--- config.mk ---
export PLATFORM = sky130hd
export DESIGN_NAME = mem_bank_cfg_writer_flat
export DESIGN_NICKNAME = d
export VERILOG_FILES = /design/src/rtl/mem_bank_cfg_writer_pkg.sv /design/src/rtl/mem_bank_cfg_writer_if.sv /design/src/rtl/mem_bank_cfg_writer_timer.sv /design/src/rtl/mem_bank_cfg_writer.sv /design/src/flat_wrapper.sv
export SDC_FILE = /design/constraint.sdc
export NUM_CORES = 1
export LEC_CHECK = 0
export BUFFER_PORTS_ARGS = -buffer_cell sky130_fd_sc_hd__buf_2
export CAP_MARGIN = 20
export CORE_MARGIN = 5
export CORE_UTILIZATION = 30
export DETAILED_ROUTE_END_ITERATION = 7
export GPL_TIMING_DRIVEN = 0
export HOLD_SLACK_MARGIN = 0.12
export PLACE_DENSITY = 0.63
export SYNTH_ARGS = -nofsm -noshare
export SYNTH_HDL_FRONTEND = slang
export SYNTH_SLANG_ARGS = --single-unit
--- constraint.sdc ---
create_clock -name prog_clk -period 1.8 [get_ports prog_clk]
set_clock_uncertainty 0.2 [all_clocks]
set_input_delay 0.36 -clock prog_clk [delete_from_list [all_inputs] [get_ports prog_clk]]
set_output_delay 0.36 -clock prog_clk [all_outputs]
set_load 0.01 [all_outputs]
--- src/rtl/mem_bank_cfg_writer_pkg.sv ---
// mem_bank_cfg_pkg: shared types, default timing and width helpers for the
// memory-bank configuration writer. MEM_BANK_CFG_PARITY_EN widens the
// row-word by one even-parity bit (see cfg_data_w).
package mem_bank_cfg_pkg;

    // Writer FSM states; the top keeps them in plain logic [2:0] registers.
    typedef enum logic [2:0] {
        ST_IDLE      = 3'd0,
        ST_WAIT_WORD = 3'd1,
        ST_SETUP     = 3'd2,
        ST_PULSE     = 3'd3,
        ST_HOLD      = 3'd4,
        ST_DONE      = 3'd5
    } state_e;

    // Default geometry and word-line timing.
    localparam int DEF_BL_WIDTH        = 40;
    localparam int DEF_WL_WIDTH        = 4;
    localparam int DEF_WL_SETUP_CYCLES = 1;
    localparam int DEF_WL_PULSE_CYCLES = 2;
    localparam int DEF_WL_HOLD_CYCLES  = 1;

    // Bits needed to index n values (clog2, never less than 1).
    function automatic int bits_for(input int n);
        int w;
        w = 1;
        while ((1 << w) < n) w++;
        return w;
    endfunction

    // Width of the row-word on the stream; parity builds carry an extra MSB.
    function automatic int cfg_data_w(input int bl_width);
`ifdef MEM_BANK_CFG_PARITY_EN
        return bl_width + 1;
`else
        return bl_width;
`endif
    endfunction

endpackage

--- src/rtl/mem_bank_cfg_writer_if.sv ---
// mem_bank_cfg_writer_if: valid/ready row-word stream feeding the writer.
// With MEM_BANK_CFG_PARITY_EN defined, cfg_data carries an even-parity MSB.
interface mem_bank_cfg_writer_if
    import mem_bank_cfg_pkg::*;
#(
    parameter int BL_WIDTH = DEF_BL_WIDTH
);

    localparam int DATA_W = cfg_data_w(BL_WIDTH);

    logic              cfg_valid;
    logic              cfg_ready;
    logic [DATA_W-1:0] cfg_data;
    logic              cfg_last;

    // Word source side (fabric controller or testbench).
    modport master (
        output cfg_valid,
        output cfg_data,
        output cfg_last,
        input  cfg_ready
    );

    // Word sink side (the writer).
    modport slave (
        input  cfg_valid,
        input  cfg_data,
        input  cfg_last,
        output cfg_ready
    );

endinterface

--- src/rtl/mem_bank_cfg_writer_timer.sv ---
// mem_bank_cfg_timer: loadable down-counter with a zero flag. One instance
// times the setup, pulse and hold phases of each row in turn.
module mem_bank_cfg_timer #(
    parameter int CNT_W = 1
) (
    input  logic             clk,
    input  logic             rst_n,
    input  logic             load,
    input  logic [CNT_W-1:0] load_val,
    output logic             zero
);

    logic [CNT_W-1:0] cnt_q;
    logic [CNT_W-1:0] cnt_d;

    // Load takes priority; otherwise count down and rest at zero.
    always_comb begin
        cnt_d = cnt_q;
        if (load) begin
            cnt_d = load_val;
        end else if (cnt_q != '0) begin
            cnt_d = cnt_q - CNT_W'(1);
        end
    end

    // Counter register with synchronous active-low reset.
    always_ff @(posedge clk) begin
        if (!rst_n) begin
            cnt_q <= '0;
        end else begin
            cnt_q <= cnt_d;
        end
    end

    assign zero = (cnt_q == '0);

endmodule

--- src/rtl/mem_bank_cfg_writer.sv ---
// mem_bank_cfg_writer: drives bl/wl of a memory-bank configuration chain.
// Each accepted row-word is placed on bl, then the row's one-hot word line
// is pulsed with setup/pulse/hold timing. All outputs are registered.
// Optional MEM_BANK_CFG_PARITY_EN: rows with bad even parity are not written.
module mem_bank_cfg_writer
    import mem_bank_cfg_pkg::*;
#(
    parameter int BL_WIDTH        = DEF_BL_WIDTH,
    parameter int WL_WIDTH        = DEF_WL_WIDTH,
    parameter int WL_SETUP_CYCLES = DEF_WL_SETUP_CYCLES,
    parameter int WL_PULSE_CYCLES = DEF_WL_PULSE_CYCLES,
    parameter int WL_HOLD_CYCLES  = DEF_WL_HOLD_CYCLES
) (
    input  logic                prog_clk,
    input  logic                prog_rst_n,
    input  logic                start,
    mem_bank_cfg_writer_if.slave cfg,
    output logic [BL_WIDTH-1:0] bl,
    output logic [WL_WIDTH-1:0] wl,
    output logic                busy,
    output logic                done,
    output logic                error
);

    localparam logic [2:0] S_IDLE      = ST_IDLE;
    localparam logic [2:0] S_WAIT_WORD = ST_WAIT_WORD;
    localparam logic [2:0] S_SETUP     = ST_SETUP;
    localparam logic [2:0] S_PULSE     = ST_PULSE;
    localparam logic [2:0] S_HOLD      = ST_HOLD;
    localparam logic [2:0] S_DONE      = ST_DONE;

    localparam int ROW_W = bits_for(WL_WIDTH);
    localparam logic [ROW_W-1:0] ROW_MAX = ROW_W'(WL_WIDTH - 1);

    localparam int T_SP   = (WL_SETUP_CYCLES > WL_PULSE_CYCLES) ? WL_SETUP_CYCLES : WL_PULSE_CYCLES;
    localparam int T_MAX  = (T_SP > WL_HOLD_CYCLES) ? T_SP : WL_HOLD_CYCLES;
    localparam int CNT_W  = bits_for(T_MAX);

    // Phase lengths are loaded as (cycles - 1) because the zero cycle counts.
    localparam logic [CNT_W-1:0] SETUP_LD = CNT_W'(WL_SETUP_CYCLES - 1);
    localparam logic [CNT_W-1:0] PULSE_LD = CNT_W'(WL_PULSE_CYCLES - 1);
    localparam logic [CNT_W-1:0] HOLD_LD  = CNT_W'(WL_HOLD_CYCLES - 1);

    logic [2:0]          state_q, state_d;
    logic [ROW_W-1:0]    row_q, row_d;
    logic                last_q, last_d;
    logic [BL_WIDTH-1:0] bl_q, bl_d;
    logic [WL_WIDTH-1:0] wl_q, wl_d;
    logic                cfg_ready_q, cfg_ready_d;
    logic                busy_q, busy_d;
    logic                done_q, done_d;
    logic                error_q, error_d;

    logic                tmr_load;
    logic [CNT_W-1:0]    tmr_val;
    logic                tmr_zero;
    logic                handshake;
    logic                parity_bad;
    logic                row_is_max;

`ifdef MEM_BANK_CFG_PARITY_EN
    // Even parity over data plus parity bit must reduce to zero.
    assign parity_bad = ^cfg.cfg_data;
`else
    assign parity_bad = 1'b0;
`endif

    assign handshake  = cfg.cfg_valid && cfg_ready_q;
    assign row_is_max = (row_q == ROW_MAX);

    mem_bank_cfg_timer #(
        .CNT_W (CNT_W)
    ) u_timer (
        .clk      (prog_clk),
        .rst_n    (prog_rst_n),
        .load     (tmr_load),
        .load_val (tmr_val),
        .zero     (tmr_zero)
    );

    // Next-state logic; registered outputs are derived from the next state so
    // that wl/cfg_ready/busy/done line up exactly with the state they belong to.
    always_comb begin
        state_d  = state_q;
        row_d    = row_q;
        last_d   = last_q;
        bl_d     = bl_q;
        error_d  = error_q;
        tmr_load = 1'b0;
        tmr_val  = '0;

        case (state_q)
            S_IDLE: begin
                if (start) begin
                    state_d = S_WAIT_WORD;
                    row_d   = '0;
                    error_d = 1'b0;
                end
            end

            S_WAIT_WORD: begin
                if (handshake) begin
                    bl_d     = cfg.cfg_data[BL_WIDTH-1:0];
                    last_d   = cfg.cfg_last;
                    tmr_load = 1'b1;
                    if (parity_bad) begin
                        // Corrupt row: keep wl low, still run the hold phase.
                        error_d = 1'b1;
                        tmr_val = HOLD_LD;
                        state_d = S_HOLD;
                    end else begin
                        tmr_val = SETUP_LD;
                        state_d = S_SETUP;
                    end
                end
            end

            S_SETUP: begin
                if (tmr_zero) begin
                    tmr_load = 1'b1;
                    tmr_val  = PULSE_LD;
                    state_d  = S_PULSE;
                end
            end

            S_PULSE: begin
                if (tmr_zero) begin
                    tmr_load = 1'b1;
                    tmr_val  = HOLD_LD;
                    state_d  = S_HOLD;
                end
            end

            S_HOLD: begin
                if (tmr_zero) begin
                    bl_d = '0;
                    if (last_q || row_is_max) begin
                        // Frame ends; last flag and final row must coincide.
                        if (last_q != row_is_max) begin
                            error_d = 1'b1;
                        end
                        state_d = S_DONE;
                    end else begin
                        row_d   = row_q + ROW_W'(1);
                        state_d = S_WAIT_WORD;
                    end
                end
            end

            S_DONE: begin
                state_d = S_IDLE;
            end

            default: begin
                state_d = S_IDLE;
            end
        endcase

        wl_d        = (state_d == S_PULSE) ? (WL_WIDTH'(1) << row_d) : '0;
        cfg_ready_d = (state_d == S_WAIT_WORD);
        busy_d      = (state_d != S_IDLE);
        done_d      = (state_d == S_DONE);
    end

    // State and output registers; reset abandons any row in flight.
    always_ff @(posedge prog_clk) begin
        if (!prog_rst_n) begin
            state_q     <= S_IDLE;
            row_q       <= '0;
            last_q      <= 1'b0;
            bl_q        <= '0;
            wl_q        <= '0;
            cfg_ready_q <= 1'b0;
            busy_q      <= 1'b0;
            done_q      <= 1'b0;
            error_q     <= 1'b0;
        end else begin
            state_q     <= state_d;
            row_q       <= row_d;
            last_q      <= last_d;
            bl_q        <= bl_d;
            wl_q        <= wl_d;
            cfg_ready_q <= cfg_ready_d;
            busy_q      <= busy_d;
            done_q      <= done_d;
            error_q     <= error_d;
        end
    end

    assign cfg.cfg_ready = cfg_ready_q;
    assign bl            = bl_q;
    assign wl            = wl_q;
    assign busy          = busy_q;
    assign done          = done_q;
    assign error         = error_q;

endmodule

--- src/flat_wrapper.sv ---
// flat-port wrapper written by rule: the top's interface ports become plain ports
module mem_bank_cfg_writer_flat import mem_bank_cfg_pkg::*;
#(
    parameter int BL_WIDTH        = DEF_BL_WIDTH,
    parameter int WL_WIDTH        = DEF_WL_WIDTH,
    parameter int WL_SETUP_CYCLES = DEF_WL_SETUP_CYCLES,
    parameter int WL_PULSE_CYCLES = DEF_WL_PULSE_CYCLES,
    parameter int WL_HOLD_CYCLES  = DEF_WL_HOLD_CYCLES
)
  (prog_clk, prog_rst_n, start, bl, wl, busy, done, error, cfg_cfg_valid, cfg_cfg_data, cfg_cfg_last, cfg_cfg_ready);
  mem_bank_cfg_writer_if #(.BL_WIDTH(BL_WIDTH)) cfg_i ();
  input  logic prog_clk;
  input  logic prog_rst_n;
  input  logic start;
  output logic [BL_WIDTH-1:0] bl;
  output logic [WL_WIDTH-1:0] wl;
  output logic busy;
  output logic done;
  output logic error;
  input wire logic [$bits(cfg_i.cfg_valid)-1:0] cfg_cfg_valid;
  input wire logic [$bits(cfg_i.cfg_data)-1:0] cfg_cfg_data;
  input wire logic [$bits(cfg_i.cfg_last)-1:0] cfg_cfg_last;
  output wire logic [$bits(cfg_i.cfg_ready)-1:0] cfg_cfg_ready;
  assign cfg_i.cfg_valid = cfg_cfg_valid;
  assign cfg_i.cfg_data = cfg_cfg_data;
  assign cfg_i.cfg_last = cfg_cfg_last;
  assign cfg_cfg_ready = cfg_i.cfg_ready;
  mem_bank_cfg_writer #(.BL_WIDTH(BL_WIDTH), .WL_WIDTH(WL_WIDTH), .WL_SETUP_CYCLES(WL_SETUP_CYCLES), .WL_PULSE_CYCLES(WL_PULSE_CYCLES), .WL_HOLD_CYCLES(WL_HOLD_CYCLES)) u_core (.prog_clk(prog_clk), .prog_rst_n(prog_rst_n), .start(start), .cfg(cfg_i), .bl(bl), .wl(wl), .busy(busy), .done(done), .error(error));
endmodule
# == Yosys cells after proc, flatten, opt, wreduce, memory -nomap -nowiden ==
# Index checks and enable logic that the tools add are counted.
# totals
reg_bits,55
wordCells,63
# op_classes
n_mux,25
shift,1
n_reduce_logical,11
addsub,2
eq_ne,14
# op_table
operator,n
40-bit 2-to-1 mux,2
40-bit one-hot mux with 2 select lines,1
3-bit 2-to-1 mux,6
3-bit one-hot mux with 5 select lines,1
3-bit by 2-bit equality test with 1-bit output (second input constant),3
1-bit 2-to-1 mux,9
3-bit by 1-bit equality test with 1-bit output (second input constant),2
3-bit equality test (second input constant),2
2-bit 2-to-1 mux,3
2-bit by 1-bit inequality test with 1-bit output (second input constant),3
5-bit AND reduction,1
2-bit inequality test (second input constant),2
1-bit one-hot mux with 2 select lines,2
2-bit one-hot mux with 2 select lines,1
2-bit AND reduction,2
2-bit nonzero test,2
1-bit by 2-bit left shift with 4-bit output (first input constant),1
3-bit zero test,1
3-bit AND reduction,1
3-bit nonzero test,1
2-bit by 1-bit adder with 2-bit output (second input constant),1
2-bit equality test (second input constant),1
2-bit OR reduction,1
1-bit logical AND,1
3 further kinds,3

# == Longest topological paths before layout ==
# logic_depth
depth_word,7
mapped_depth,7
mapped_depth_nobuf,7

# == Hierarchy ==
# Synthesis repeated with hierarchy kept, for this count alone.
# hier_totals
hier_cells,252
area_unflattened_um2,2232.1
# modules_own_cells
mod,area_each_um2,instances,cells_each,seq_area_each_um2
mem_bank_cfg_writer,2202.1,1,249,1081.0
mem_bank_cfg_timer,30.0,1,3,20.0

# == Worst setup path before layout ==
# Ideal clock, no wire load.
# synth_path
path_type,reg-to-reg
from,reg u_core.row_q[0]
to,"reg u_core.wl_q[0], in the netlist u_core.wl[0]"
stages_incl_launch_ff,8
setup_slack_ns,0.145
synth_period_minus_slack_ns,1.655
arrival_time_ns,1.339
path_buffers,0
setup_time_ns,0.116
required_ns,1.484
cell_sequence,dfxtp_1 > ha_1 > inv_1 > ha_1 > nor2b_1 > nand4b_1 > and3_1 > and4_1
# synth_via
elab_chain_len,7
elab_cells_between_ends,13
classes_between,add/sub: 1; eq/ne: 2; shift: 1; mux: 7; reduce/logical: 2
# synth_lines
element,line_no,text
start: declaration,mem_bank_cfg_writer.sv:45,"logic [ROW_W-1:0] row_q, row_d;"
start signal: assignment,mem_bank_cfg_writer.sv:179,row_q <= row_d;
2-bit equality test,mem_bank_cfg_writer.sv:69,assign row_is_max = (row_q == ROW_MAX);
1-bit logical OR,mem_bank_cfg_writer.sv:137,if (last_q || row_is_max) begin
3-bit 2-to-1 mux,mem_bank_cfg_writer.sv:137,
3-bit 2-to-1 mux,mem_bank_cfg_writer.sv:135,if (tmr_zero) begin
3-bit one-hot mux with 5 select lines,mem_bank_cfg_writer.sv:92,case (state_q)
3-bit by 2-bit equality test with 1-bit output,mem_bank_cfg_writer.sv:159,wl_d = (state_d == S_PULSE) ? (WL_WIDTH'(1) << row_d) : '0;
2-bit AND reduction (no source line),n/a,
end signal: assignment,mem_bank_cfg_writer.sv:182,wl_q <= wl_d;
end: declaration,mem_bank_cfg_writer.sv:48,"logic [WL_WIDTH-1:0] wl_q, wl_d;"
# Several ways; a longest one is shown, not always the timed one.
# A chain may end at the register's enable or synchronous reset.

# == Worst setup path in the final report ==
# Ends and elaborated chain as after synthesis.

==> out/results.ini <==
[yosys]
synth.distinct_cells=40
yosysMostFrequentCell=dfxtp_1
synthTopCellsByArea=dfxtp_1 53%, a22oi_1 14%, nor2_1 8.3%, buf_6 3.2%, a2111oi_4 1.3%
synth-edff-count=0
ys_ff_latch=55
yosys.area.top_type=dfxtp_1
avgSynthCellArea_um2=10.2
synth_top_cells_by_count=55 x dfxtp_1, 46 x nor2_1, 40 x a22oi_1
syn_area_mm2=0.00209
yosysSeqAreaShare_pct=52.6
synth_ff_type=dfxtp_1
yosysTopAreaCellShare_pct=52.6
synth.net_count=252
synthCells=205
synth-warning-count=0
ys_async_sr_fraction_pct=0

[pwr]
switching_power_uw=573
switching_share_pct=23.3
power_density_mw_per_mm2=746
pwr-share-clk_pct=34.4
peakVddDrop_v=0.000297
power_uw=2460
leakagePower_uw=0.00147
intPower_uw=1890
pwr-share-seq_pct=51.5
p_comb_share_pct=14.1

[floorplanning]
core_region_area_mm2=0.00679
row_count=30
start_util_pct=30.8
die_x_um=93.5
ios=93
die_h_um=93.5
die_area_mm2=0.00874

[setup_path]
startpoint_type=register
path_cells=ha_1 -> inv_1 -> ha_4 -> nor2b_4 -> nand4b_1 -> and3_4 -> and4_1
worstSetupPathType=reg -> reg
r2r_cells=7
crit_path_max_incr_delay_ns=0.35
worst_setup_path_end_kind=register
cp.required_ns=1.81
slowest_stage=dfxtp_2
path_max_fanout=5
cp.arrival_ns=1.75

[cts]
cts-root-buf=clkbuf_8
clk_latency_ns=0.30
cts.path.max_buffers=2
cts_tree=built
htreeDepth=2
clk_pin_slew_worst_paths_ns=0.10
cts.sinks=55
cts_buffers=5

[final_layout]
drive_above_1_share_pct=40.2
layout.nets=392
area_growth_pct=57.7
instances_no_fill=442
seq_area_mm2=0.00110
postLayoutCellArea_mm2=0.00330
multiInputGateArea_um2=942
fill_cells=615
n_antenna_cell=0

[sta]
fin_ws_ns=0.0570
hold-worst-slack_ns=0.125
finalSetupViolCount=0
hold_violations=0
worst_slew_pin_slew_ns=0.493
fin_crit_sh_pct=96.8
fin_crit_ns=1.74
max_freq_mhz=574
slew_violations=0
max-slew-margin-rel_pct=67.1

[status]
status=finished, final reports clean

[place]
dp_hpwl_mm=3.82
io_buffer_count=92
pre_cts_ws_ns=-0.127
place_congestion=0.814
placed_cells=393
place_area_mm2=0.00267

[detailed_routing]
dr.first_iter.drc_count=73
vias=2056
viasPerCell=4.65
dr.pass1.iters=4
drt_wl_total_mm=5.87
drc=0
ant_nets=0
wl_per_cell_um=13.3

[global_route]
antenna_found_initial=0
grt_usage_pct=13.3
grt_pass1_vias=1991
grt_pass1_wl_mm=9.39
grt_start_max_net_pins=17
grt_overflow=0

[min_path]
min_path_type=in -> reg
hold_depth=3

[flow_run]
maxCapViolations=0

per-layer routing:
layer  vias to the layer above  wire length, um  track usage, %  part of all wire (%)
met5                         -                0               0                     0
met4                         0               54            3.66                  0.92
met3                         9              416            2.98                   7.1
met2                        82             2860            23.1                    49
met1                       955             2540            16.3                    43
li1                       1010                -               -                     -
cell families (layout without fill, tap and decap cells):
logic type,after synthesis,in the layout,synth area share (%)
mux,1,1,0.478
xor+xnor,1,1,0.419
flops,55,55,52.6
fa+ha+maj,2,2,1.20
compound gates,52,52,21.1
buf+inv,20,161,6.22
simple gates,74,74,18.0
state kept, by name, summed over array words and instances (netlist names):
| name | flops |
|---|---|
| u_core.done | 1 |
| u_core.u_timer.cnt_q | 1 |
| u_core.state_q | 3 |
| u_core.last_q | 1 |
| u_core.busy | 1 |
| u_core.row_q | 2 |
| u_core.wl | 4 |
| u_core.bl | 40 |
| u_core.error | 1 |
| u_core.cfg.cfg_ready | 1 |
layout by cell type (no fill, tap or decap), types with 2 or more instances in the layout:
cell	netlist	routed
o31ai_1	2	2
buf_4	0	5
buf_6	6	7
nor2b_4	1	2
nand3_1	2	2
buf_2	5	92
nand2_1	2	2
and2_1	3	2
a22oi_2	1	6
nor2_1	46	46
inv_1	3	3
clkbuf_8	0	6
dfxtp_1	55	53
clkbuf_1	5	5
dfxtp_2	0	2
nor3b_2	0	3
a22oi_1	40	35
dlygate4sd3_1	0	40
worst max-delay path, delay by kind of cell (launching register included):
family | cells | cell delay (ns)
AND/OR/NAND/NOR | 4 | 0.65
adder cells (fa/ha/maj) | 2 | 0.35
flip-flops | 1 | 0.35
buffers and inverters | 1 | 0.09
timing repair:
item | CTS | global route
endpoints found under the hold margin | 41 | 0
hold buffers | 40 | 0
setup endpoints to repair | 2 | 47
pin swaps | 0 | 3
gates resized for setup | 1 | 29
buffers inserted | 1 | 1
gates cloned | 0 | 0
path summary, 6_finish.rpt:
check,startpoint,end,slack [ns]
worst max-delay path,u_core.row_q[0]$_SDFF_PN0_,u_core.wl[0]$_SDFF_PP0_,0.06
worst min-delay path,cfg_cfg_data[5],u_core.bl[5]$_SDFFE_PN0P_,0.13
worst max register to register,u_core.row_q[0]$_SDFF_PN0_,u_core.wl[0]$_SDFF_PP0_,0.06
worst min register to register,u_core.error$_SDFFE_PN0P_,u_core.error$_SDFFE_PN0P_,0.28
stage by stage:
| stage | utilization, % | setup TNS, ns |
|---|---|---|
| floorplan | - | 0 |
| global placement | 39.3 | -2.24 |
| detailed placement | 39.3 | -3.51 |
| CTS | 47.1 | 0 |
| global route | 48.5 | -0.0368 |
| finish | 48.5 | 0 |
final cells by class:
cell class	count	area share [%]
Clock buffer	6	2.50
Sequential cell	55	33.5
Tap cell	96	3.64
Multi-Input combinational cell	130	28.6
Clock inverter	2	1.06
Timing Repair Buffer	134	26.6
Inverter	3	0.341
Buffer	16	3.87
power by group through the flow:
stage	clock network [uW]	logic [uW]	registers, uW
6_report	847	347	1270
5_1_grt	917	380	1270
4_1_cts	874	333	1270
3_5_place_dp	0	265	1290
3_3_place_gp	0	261	1290
2_1_floorplan	0	144	1300
Power figures use the tool's default switching activity.
